**config.mk**
```make
export PLATFORM = sky130hd
export DESIGN_NAME = dmac_cmd_sequencer
export DESIGN_NICKNAME = d
export VERILOG_FILES = /design/src/rtl/dmac_cmd_sequencer.sv
export SDC_FILE = /design/constraint.sdc
export NUM_CORES = 1
export LEC_CHECK = 0
export CORE_AREA = 3 3 115 144
export DETAILED_ROUTE_END_ITERATION = 6
export DIE_AREA = 0 0 118 147
export GPL_TIMING_DRIVEN = 0
export PLACE_DENSITY = 0.7
export SYNTH_ARGS = -nofsm -noshare
export SYNTH_HDL_FRONTEND = slang
export SYNTH_SLANG_ARGS = --single-unit
```
**constraint.sdc**
```tcl
create_clock -name clk_i -period 3.15 [get_ports clk_i]
set_input_delay 0.315 -clock clk_i [delete_from_list [all_inputs] [get_ports clk_i]]
set_output_delay 0.315 -clock clk_i [all_outputs]
set_load 0.005 [all_outputs]
```
**src/rtl/dmac_cmd_sequencer.sv**
```systemverilog
// dmac_cmd_sequencer
// Runs the cluster DMA programming sequence from a transfer descriptor:
// allocate a TID, write the command, TCDM address and external address,
// poll status until the TID clears, free the TID and report completion.
//
// state      | meaning
// -----------+-------------------------------------------------------
// IDLE       | ready for a descriptor
// TID_RD     | read command register, capture allocated TID
// CMD_WR     | write command word (len, dir, incremental)
// LOC_WR     | write TCDM address
// EXT_WR     | write external address
// POLL_RD    | read status register, test the TID bit
// POLL_WAIT  | idle gap between status polls
// FREE_WR    | write TID mask to status register to release the TID
// DONE       | one-cycle completion pulse
//
// Every bus state has a REQ phase (req_q=1, waiting for gnt) and a RESP
// phase (req_q=0, waiting for r_valid); req_q itself marks the phase.
module dmac_cmd_sequencer #(
    parameter int                    ADDR_WIDTH    = 32,
    parameter int                    DATA_WIDTH    = 32,
    parameter logic [ADDR_WIDTH-1:0] BASE_ADDR     = 32'h1020_4400,
    parameter logic [ADDR_WIDTH-1:0] CMD_OFFSET    = 32'h0,
    parameter logic [ADDR_WIDTH-1:0] STATUS_OFFSET = 32'h4,
    parameter int                    LEN_WIDTH     = 17,
    parameter int                    TID_WIDTH     = 4,
    parameter int                    POLL_GAP      = 4
) (
    input  logic                    clk_i,
    input  logic                    rst_i,
    input  logic                    desc_valid_i,
    output logic                    desc_ready_o,
    input  logic [LEN_WIDTH-1:0]    desc_len_i,
    input  logic                    desc_dir_i,
    input  logic [31:0]             desc_loc_addr_i,
    input  logic [31:0]             desc_ext_addr_i,
    output logic                    ctrl_req_o,
    output logic [ADDR_WIDTH-1:0]   ctrl_add_o,
    output logic                    ctrl_wen_o,
    output logic [DATA_WIDTH/8-1:0] ctrl_be_o,
    output logic [DATA_WIDTH-1:0]   ctrl_wdata_o,
    input  logic                    ctrl_gnt_i,
    input  logic                    ctrl_r_valid_i,
    input  logic [DATA_WIDTH-1:0]   ctrl_r_rdata_i,
    input  logic                    ctrl_r_opc_i,
    output logic                    done_o,
    output logic [TID_WIDTH-1:0]    done_tid_o,
    output logic                    err_o,
    output logic                    busy_o
);

    localparam logic [ADDR_WIDTH-1:0] CMD_ADDR    = BASE_ADDR + CMD_OFFSET;
    localparam logic [ADDR_WIDTH-1:0] STATUS_ADDR = BASE_ADDR + STATUS_OFFSET;
    localparam int                    CNT_W       = (POLL_GAP > 1) ? $clog2(POLL_GAP) : 1;
    localparam logic [CNT_W-1:0]      CNT_LOAD    = CNT_W'(POLL_GAP - 1);

    typedef enum logic [3:0] {
        ST_IDLE,
        ST_TID_RD,
        ST_CMD_WR,
        ST_LOC_WR,
        ST_EXT_WR,
        ST_POLL_RD,
        ST_POLL_WAIT,
        ST_FREE_WR,
        ST_DONE
    } state_e;

    state_e                  state_q, state_d;
    logic                    req_q, req_d;
    logic [ADDR_WIDTH-1:0]   add_q, add_d;
    logic                    wen_q, wen_d;
    logic [DATA_WIDTH-1:0]   wdata_q, wdata_d;
    logic                    done_q, done_d;
    logic [TID_WIDTH-1:0]    done_tid_q, done_tid_d;
    logic                    err_q, err_d;
    logic [TID_WIDTH-1:0]    tid_q, tid_d;
    logic [CNT_W-1:0]        cnt_q, cnt_d;
    logic [LEN_WIDTH-1:0]    len_q, len_d;
    logic                    dir_q, dir_d;
    logic [31:0]             loc_q, loc_d;
    logic [31:0]             ext_q, ext_d;

    logic [DATA_WIDTH-1:0]   cmd_word;
    logic [DATA_WIDTH-1:0]   tid_mask;
    logic                    tid_busy;

    // Command word layout and the one-hot TID mask used for poll and free
    always_comb begin
        cmd_word                = '0;
        cmd_word[LEN_WIDTH-1:0] = len_q;
        cmd_word[LEN_WIDTH]     = dir_q;
        cmd_word[LEN_WIDTH+1]   = 1'b1;
        tid_mask                = DATA_WIDTH'(1) << tid_q;
        tid_busy                = |(ctrl_r_rdata_i & tid_mask);
    end

    // Next-state and next-output logic of the sequencer
    always_comb begin
        state_d    = state_q;
        req_d      = req_q;
        add_d      = add_q;
        wen_d      = wen_q;
        wdata_d    = wdata_q;
        done_d     = 1'b0;
        done_tid_d = done_tid_q;
        err_d      = 1'b0;
        tid_d      = tid_q;
        cnt_d      = cnt_q;
        len_d      = len_q;
        dir_d      = dir_q;
        loc_d      = loc_q;
        ext_d      = ext_q;

        unique case (state_q)
            ST_IDLE: begin
                if (desc_valid_i) begin
                    len_d   = desc_len_i;
                    dir_d   = desc_dir_i;
                    loc_d   = desc_loc_addr_i;
                    ext_d   = desc_ext_addr_i;
                    state_d = ST_TID_RD;
                    req_d   = 1'b1;
                    add_d   = CMD_ADDR;
                    wen_d   = 1'b1;
                    wdata_d = '0;
                end
            end

            ST_POLL_WAIT: begin
                if (cnt_q == '0) begin
                    state_d = ST_POLL_RD;
                    req_d   = 1'b1;
                    add_d   = STATUS_ADDR;
                    wen_d   = 1'b1;
                    wdata_d = '0;
                end else begin
                    cnt_d = cnt_q - 1'b1;
                end
            end

            ST_DONE: begin
                state_d = ST_IDLE;
            end

            default: begin
                if (req_q) begin
                    // r_valid cannot belong to this access before the grant
                    if (ctrl_gnt_i) begin
                        req_d = 1'b0;
                    end
                end else if (ctrl_r_valid_i) begin
                    if (ctrl_r_opc_i) begin
                        err_d   = 1'b1;
                        state_d = ST_IDLE;
                    end else begin
                        case (state_q)
                            ST_TID_RD: begin
                                tid_d   = ctrl_r_rdata_i[TID_WIDTH-1:0];
                                state_d = ST_CMD_WR;
                                req_d   = 1'b1;
                                add_d   = CMD_ADDR;
                                wen_d   = 1'b0;
                                wdata_d = cmd_word;
                            end
                            ST_CMD_WR: begin
                                state_d = ST_LOC_WR;
                                req_d   = 1'b1;
                                add_d   = CMD_ADDR;
                                wen_d   = 1'b0;
                                wdata_d = DATA_WIDTH'(loc_q);
                            end
                            ST_LOC_WR: begin
                                state_d = ST_EXT_WR;
                                req_d   = 1'b1;
                                add_d   = CMD_ADDR;
                                wen_d   = 1'b0;
                                wdata_d = DATA_WIDTH'(ext_q);
                            end
                            ST_EXT_WR: begin
                                state_d = ST_POLL_RD;
                                req_d   = 1'b1;
                                add_d   = STATUS_ADDR;
                                wen_d   = 1'b1;
                                wdata_d = '0;
                            end
                            ST_POLL_RD: begin
                                if (tid_busy) begin
                                    state_d = ST_POLL_WAIT;
                                    cnt_d   = CNT_LOAD;
                                end else begin
                                    state_d = ST_FREE_WR;
                                    req_d   = 1'b1;
                                    add_d   = STATUS_ADDR;
                                    wen_d   = 1'b0;
                                    wdata_d = tid_mask;
                                end
                            end
                            ST_FREE_WR: begin
                                state_d    = ST_DONE;
                                done_d     = 1'b1;
                                done_tid_d = tid_q;
                            end
                            default: begin
                            end
                        endcase
                    end
                end
            end
        endcase
    end

    // State and registered outputs; reset drops any access in flight
    always_ff @(posedge clk_i) begin
        if (rst_i) begin
            state_q    <= ST_IDLE;
            req_q      <= 1'b0;
            add_q      <= '0;
            wen_q      <= 1'b1;
            wdata_q    <= '0;
            done_q     <= 1'b0;
            done_tid_q <= '0;
            err_q      <= 1'b0;
            tid_q      <= '0;
            cnt_q      <= '0;
            len_q      <= '0;
            dir_q      <= 1'b0;
            loc_q      <= '0;
            ext_q      <= '0;
        end else begin
            state_q    <= state_d;
            req_q      <= req_d;
            add_q      <= add_d;
            wen_q      <= wen_d;
            wdata_q    <= wdata_d;
            done_q     <= done_d;
            done_tid_q <= done_tid_d;
            err_q      <= err_d;
            tid_q      <= tid_d;
            cnt_q      <= cnt_d;
            len_q      <= len_d;
            dir_q      <= dir_d;
            loc_q      <= loc_d;
            ext_q      <= ext_d;
        end
    end

    assign desc_ready_o = (state_q == ST_IDLE) && !rst_i;
    assign busy_o       = (state_q != ST_IDLE);
    assign ctrl_req_o   = req_q;
    assign ctrl_add_o   = add_q;
    assign ctrl_wen_o   = wen_q;
    assign ctrl_be_o    = '1;
    assign ctrl_wdata_o = wdata_q;
    assign done_o       = done_q;
    assign done_tid_o   = done_tid_q;
    assign err_o        = err_q;

endmodule

```
; Word level (Yosys, flattened, before mapping)
; Index checks and enable logic that the tools add are counted.
[classes]
addsub = 1
n_eq_ne = 17
shift = 1
n_mux = 48
n_bitwise = 7
n_reduce_logical = 28
[op_table]
columns = op, n
row1 = $mux 32, 12
row2 = $pmux 32 s3, 3
row3 = $pmux 32 s5, 1
row4 = $and 32x32->32, 1
row5 = $reduce_or 32->1, 1
row6 = $shl 1x4->32 const A, 1
row7 = $pmux 4 s6, 1
row8 = $mux 4, 5
row9 = $eq 4x3->1 const B, 4
row10 = $reduce_and 8->1, 2
row11 = $reduce_and 5->1, 3
row12 = $mux 1, 14
row13 = $mux 2, 6
row14 = $pmux 4 s3, 1
row15 = $reduce_bool 10->1, 1
row16 = $pmux 1 s3, 3
row17 = $eq 4x2->1 const B, 2
row18 = $reduce_bool 4->1, 2
row19 = $reduce_and 7->1, 1
row20 = $reduce_bool 7->1, 1
row21 = $reduce_or 7->1, 1
row22 = $ne 2x2->1 const B, 3
row23 = $ne 3x1->1 const B, 2
row24 = $not 1->1, 6
row25 = other kinds (21), 25
[word_totals]
regBits = 164
input_bits = 120
out_inout_bits = 78
elab_cells = 116

; Logic depth before layout (Yosys ltp)
; Gate-level depths: netlist of the first run.
[depth]
word_depth = 9
mapped_depth = 9

; Worst setup path after synthesis of the first run
; OpenSTA, ideal clock, no wires.
[synth_path]
path_type = flip-flop to flip-flop
from = register tid_q[3]
to = register wdata_q[2] (netlist: ctrl_wdata_o[2])
setup_time_ns = 0.115
arrival_ns = 1.891
required_time_ns = 3.035
slack_ns = 1.144
stages_incl_launch_ff = 8
n_path_buf = 1
path_cell_list = dfxtp_1 and2b_4 a221oi_1 or4_4 a21oi_2 clkbuf_2 a2111oi_0 o21a_1
[synth_between]
elab_chain_cells = 7
elab_cells_between_ends = 11
classes_between = eq/ne (1) / shift (1) / mux (6) / bitwise (1) / reduce/logical (2)
[synth_rtl]
columns = item, line_no
row1 = start: declaration, 78  ; logic [TID_WIDTH-1:0] tid_q, tid_d;
row2 = start signal: assignment, 240  ; tid_q <= tid_d;
row3 = $shl 1x4->32 (*), 95  ; tid_mask = DATA_WIDTH'(1) << tid_q;
row4 = $mux 32, 189  ; if (tid_busy) begin
row5 = $pmux 32 s5, 158  ; case (state_q)
row6 = $mux 32, 154  ; if (ctrl_r_opc_i) begin
row7 = $mux 32, 153  ; end else if (ctrl_r_valid_i) begin
row8 = $mux 32, 148  ; if (req_q) begin
row9 = $pmux 32 s3, 116  ; unique case (state_q)
row10 = end signal: assignment, 236  ; wdata_q <= wdata_d;
row11 = end: declaration, 74  ; logic [DATA_WIDTH-1:0] wdata_q, wdata_d;
; Mark *: on every way between the ends. The rest lies on a longest branch, timed or not. The select of a mux whose other input is x is not followed.
; A chain may end at the register's enable or synchronous reset.

; Worst setup path in the final report of the first run
[layout_path]
from = input rst_i
to = output desc_ready_o
[layout_between]
elab_chain_cells = 2
[layout_rtl]
columns = item, line_no
row1 = start: declaration, 31  ; input logic rst_i,
row2 = $logic_not 1->1, 249  ; assign desc_ready_o = (state_q == ST_IDLE) && !rst_i;
row3 = $logic_and 1x1->1, 249
row4 = end: declaration, 33  ; output logic desc_ready_o,
; No other way between the ends.

==> impl_results.md, run 1 <==
* Outcome: completed
* Synth area leader: dfxtp_1
* H-tree Lvls at 4
* First-pass GRT wire length at 31.2 mm
* Routed wire length at 20.2 mm
* Highest routed layer: met4
* RSZ-0062 raised after global routing: false
* Most frequent cells in the layout: 189 x nand2_1, 149 x clkdlybuf4s50_1, 134 x dfxtp_1, 108 x a21oi_1, 48 x clkbuf_1
* Nets@finish at 1065
* Final setup violation count at 0
* Vias in the first global route at 5896
* Die Ht at 147 um
* Most common flop cell mapped by yosys: dfxtp_1
* CTS Root Cell: clkbuf_16
* Register area at 2680 um2
* DRC Markers at 0
* Relative slew slack at 42.8%
* Worst-Margin Slew at 858 ps
* Post-CTS Setup Bufs at 0
* Worst-path maximum fanout at 10
* Slowest CP cell: clkbuf_1
* Die X at 118 um
* Post-synth EDFFs at 0
* ANT cells at 0
* CTS tree: built
* Max Cap Viol at 0
* 1st-pass router iterations at 6
* Antenna violations before repair at 0
* Yosys cell types at 57
* Per-cell routed wire length at 17.4 um
* Post-layout util at 55.6%
* Buffers on Ports at 149
* Commonest non-fill, non-tap cell in the layout: nand2_1
* Asr flop ratio synth at 0%
* Hold buffers post-CTS at 0
* Row cnt at 50
* Max-slew violation count at 0
* Via count at 6158
* I/O pin count at 198
* Yosys top cell area share at 44.1%
* Arrival time at the worst endpoint at 2530 ps
* Yosys reg bits at 134
* Setup_tns at 0 ps
* Pwr dens at 658 nW/um2
* Total grt overflow at 0
* Area of the die at 17300 um2
* Initial Util at 40.0%
* Final Hold Viols at 0
* Area growth syn-to-layout at 39.1%
* Drt first-iter violations at 438
* Largest net degree at the start of global routing at 17
* CP Launch Type: primary input
* Routability cong. at 0.921
* Top area cells in the synthesized netlist: dfxtp_1 44%, nand2_1 12%, a21oi_1 8.9%, buf_4 4.2%, clkbuf_1 2.9%
* Tmin final at 2840 ps
* Seq/Total Area, Yosys at 44.1%
* Mapped Avg Cell Area at 8.14 um2
* Worst vdd ir at 0.320 mV
* Clk sink count at 134
* Core ar. at 15200 um2
* CP endpoint kind: primary output
* Worst EP required at 2830 ps
* Fmax at 352 MHz
* Max incr delay on CP at 580 ps
* Num CTS Buffers at 17
* Fin Hold WS at 441 ps
* HP Class: in -> reg
* Hpwl dp at 15.0 mm
* Multi-input gate area at 2950 um2
* Kind of critical path: in -> out
* Worst skew pair latency at 420 ps
* Avg Vias per Cell at 5.29
* Fill cells at 1465
* Wire length on met2 at 9.78 mm
* Crit-path cells: clkbuf_1, clkbuf_1, clkbuf_1, nor2_1, clkdlybuf4s50_1
* ANT nets after route at 0
* Routed met3 length at 1.70 mm
* Metal-1 WL at 7.83 mm
* Mapped cell area at 6080 um2
* Most frequent cell on the critical path: clkbuf_1
* Clk pin slew, worst setup/hold paths at 60 ps
* Final Cycle Share at 90.2%
* Mapped Cells at 747
* Clk buf depth at 2
* Max Clock Skew at 8.81 ps
* Pleak at 3.16 nW
* Share of cells above drive strength 1 at 9.21%
* R2R setup slack at 340 ps
* Gr usage total at 22.7%
* YS warnings at 0
* Post-CTS Resized at 0
## worst paths after layout
path,start,endpoint,cells after the start
max reg2reg,state_q[1]$_SDFFE_PP0P_,ext_q[16]$_SDFFE_PP0P_,8
min,desc_ext_addr_i[25],ext_q[25]$_SDFFE_PP0P_,3
min reg2reg,loc_q[14]$_SDFFE_PP0P_,loc_q[14]$_SDFFE_PP0P_,2
max,rst_i,desc_ready_o,5
## metrics by stage
stage	cells	worst slack (ps)	total power [mW]	instance area (um2)
floorplan	776	1140	3.08	6190
global placement	1133	122	3.80	7940
detailed placement	1133	111	3.82	7940
CTS	1163	315	5.55	8460
global route	1163	224	5.85	8460
finish	1163	308	5.56	8460
## layer usage
layer  vias up  track usage (%)
met2       309             38.8
met5         -                0
met1      2830             26.7
met4         0             10.9
met3        44             5.78
li1       2975                -
## critical path, delay by kind of cell
kind,cells,cell delay (ps)
simple gates,1,100
buf+inv,4,2110
## synthesized netlist by cell type, types with 9 or more instances
cell         n
dfxtp_1    134
a21oi_1    108
clkbuf_1    47
a221oi_1    13
nor2_1      25
buf_4       34
a22oi_1     13
nand2b_1     9
a21boi_0    12
a2111oi_0   15
o21a_1      17
a311oi_1    13
mux2i_1     13
nand2_1    189
## layout make-up
cell class / instances / share of cell area (%)
clock buffers: 20 / 5.40
plain buffers: 95 / 6.37
clock inverters: 10 / 0.695
flip-flops and latches: 134 / 31.7
repair buffers: 149 / 17.6
inverters: 6 / 0.266
multi-input cells: 541 / 34.8
well taps: 208 / 3.08
## cells by family after synthesis
family,count (synthesis),synth area share [%]
AND/OR/NAND/NOR,262,18.6
other,2,0.123
buffers and inverters,101,9.23
adder cells (fa/ha/maj),1,0.206
flip-flops,134,44.1
multiplexers,13,2.14
AO/OA/AOI/OAI,234,25.6
## sequential cells by signal, summed over array words and instances (netlist names), 4 cells and up
signal        cells
done_tid_o        4
len_q            17
ctrl_wdata_o     32
state_q           4
ext_q            32
tid_q             4
loc_q            32
## report_power, final
group          total [mW]  leakage [nW]  internal [mW]  switching [mW]
logic                1.68          1.80          0.698           0.981
clock network        1.75         0.257           1.03           0.720
registers            2.14          1.10           1.96           0.178
total                5.56          3.16           3.68            1.88
(Power assumes the default switching activity.)
==> run 2, diff against run 1 <==
Settings changed: CELL_PAD_IN_SITES_DETAIL_PLACEMENT set to 1, CELL_PAD_IN_SITES_GLOBAL_PLACEMENT set to 2, CORE_AREA 3 3 115 144 to 3 3 136 171, DIE_AREA 0 0 118 147 to 0 0 139 174, PLACE_DENSITY 0.7 to unset, PLACE_DENSITY_LB_ADDON set to 0.1.
==> impl_results.md, run 2 (same netlist as run 1, synthesis figures left out) <==
* Outcome: completed
* 1st-pass router iterations at 5
* DRC Markers at 0
* Routability cong. at 0.824
* ANT cells at 0
* Crit-path cells: clkbuf_1, clkbuf_1, clkbuf_1, nor2_1, clkdlybuf4s50_1
* First-pass GRT wire length at 36.4 mm
* Stages on the worst setup path at 5
* Via count at 6203
* H-tree Lvls at 4
* Fill cells at 2589
* Hpwl dp at 18.7 mm
* Buffers on Ports at 149
* Post-CTS Resized at 0
* Final Cycle Share at 94.2%
* Cell area after layout at 8700 um2
* CP endpoint: desc_ready_o
* Setup_tns at 0 ps
* R2R setup slack at 280 ps
* Max incr delay on CP at 610 ps
* Row cnt at 60
* Largest net degree at the start of global routing at 17
* Arrival time at the worst endpoint at 2650 ps
* Fmax at 337 MHz
* Most frequent cells in the layout: 189 x nand2_1, 149 x clkdlybuf4s50_1, 134 x dfxtp_1, 108 x a21oi_1, 48 x clkbuf_1
* CP Launch Type: primary input
* Most frequent cell on the critical path: clkbuf_1
* I/O pin count at 198
* R2R Path End: ext_q[17]$_SDFFE_PP0P_
* Clk pin slew, worst setup/hold paths at 60 ps
* Drt first-iter violations at 416
* Clk buf depth at 2
* Final worst setup slack at 184 ps
* Max Clock Skew at 7.13 ps
* Nets@finish at 1065
* Delay-heaviest family, CP: buffers and inverters
* Commonest non-fill, non-tap cell in the layout: nand2_1
* HP Class: in -> reg
* Slowest CP cell: clkbuf_1
* Wire length on met2 at 12.3 mm
* Worst skew pair latency at 420 ps
* Area growth syn-to-layout at 43.0%
* Worst reg2reg path depth at 8
* Share of cells above drive strength 1 at 9.40%
* Die X at 139 um
* Pwr dens at 703 nW/um2
* Initial Util at 28.1%
* Routed met3 length at 1.18 mm
* Worst vdd ir at 0.433 mV
* Worst EP required at 2830 ps
* Final setup violation count at 0
* Clk sink count at 134
* CTS Root Cell: clkbuf_16
* Pleak at 3.22 nW
* Core ar. at 21600 um2
* Area of the die at 24200 um2
* ANT nets after route at 0
* Max-slew violation count at 0
* Die Ht at 174 um
* Critical path origin: rst_i
* Routed wire length at 24.0 mm
* Post-CTS Setup Bufs at 0
* Worst-path maximum fanout at 10
* Gr usage total at 19.4%
* Relative slew slack at 41.7%
* Dpl ws at 26.5 ps
* Vias in the first global route at 6456
* Highest routed layer: met5
* Final Hold Viols at 0
* CTS tree: built
* Hold buffers post-CTS at 0
* Max Cap Viol at 0
* Kind of critical path: in -> out
* R2r startpoint: state_q[1]$_SDFFE_PP0P_
* Antenna violations before repair at 2
* Total grt overflow at 0
* Metal-1 WL at 9.49 mm
* Tmin final at 2970 ps
* CP Buf/Inv Count at 4
* Avg Vias per Cell at 5.02
* Worst-Margin Slew at 875 ps
* Per-cell routed wire length at 19.4 um
* CP endpoint kind: primary output
* Dpl cell area at 8030 um2
* Num CTS Buffers at 17
* RSZ-0062 raised after global routing: false
run 2: cell count changes in the layout (fill, tap and decap cells not counted), sizes merged:
cell | previous run | this run
clkinv | 9 | 3
clkinvlp | 2 | 3
clkbuf | 68 | 69
inv | 5 | 6
bufinv | 0 | 5
run 2: power by group:
part / total [mW] / switching, mW / internal (mW)
clock: 2.23 / 0.763 / 1.47
combinational: 1.73 / 1.03 / 0.699
sequential: 2.15 / 0.191 / 1.96
total: 6.11 / 1.99 / 4.13
run 2: stage by stage:
stage	util, %	power [mW]	hold slack, ps	cells
floorplan	-	3.08	436	776
global placement	37.2	3.85	442	1204
CTS	40.2	6.16	433	1236
detailed placement	37.2	3.91	451	1204
finish	40.2	6.11	443	1236
global route	40.2	6.45	439	1236
run 2: area by class of cell:
| cell class | instances | area [um2] | area share (%) |
|---|---|---|---|
| timing repair buffer | 149 | 1490 | 17.1 |
| multi-input combinational | 541 | 2950 | 33.9 |
| inverter | 6 | 22.5 | 0.259 |
| clock inverter | 11 | 195 | 2.24 |
| buffer | 95 | 539 | 6.20 |
| sequential | 134 | 2680 | 30.8 |
| tap | 279 | 349 | 4.01 |
| clock buffer | 21 | 470 | 5.41 |
run 2: worst min-delay path by stage:
stage                                 from  cells after the start  slack [ps]                     end
floorplan           loc_q[11]$_SDFFE_PP0P_                      2         440  loc_q[11]$_SDFFE_PP0P_
global placement    ext_q[19]$_SDFFE_PP0P_                      2         440  ext_q[19]$_SDFFE_PP0P_
detailed placement  ext_q[24]$_SDFFE_PP0P_                      2         450  ext_q[24]$_SDFFE_PP0P_
CTS                    desc_loc_addr_i[24]                      3         430  loc_q[24]$_SDFFE_PP0P_
global route           desc_loc_addr_i[24]                      3         440  loc_q[24]$_SDFFE_PP0P_
finish                       desc_len_i[6]                      3         440   len_q[6]$_SDFFE_PP0P_
run 2: metal layers:
metal	track usage, %	vias to the layer above
met2	34.1	190
met4	9.26	4
met5	0	-
li1	-	2975
met1	22.1	2986
met3	4.65	48
run 2: worst min-delay path: stages:
cell and delay, ps:
clkdlybuf4s50_1 400, nand2_1 60, a21oi_1 50
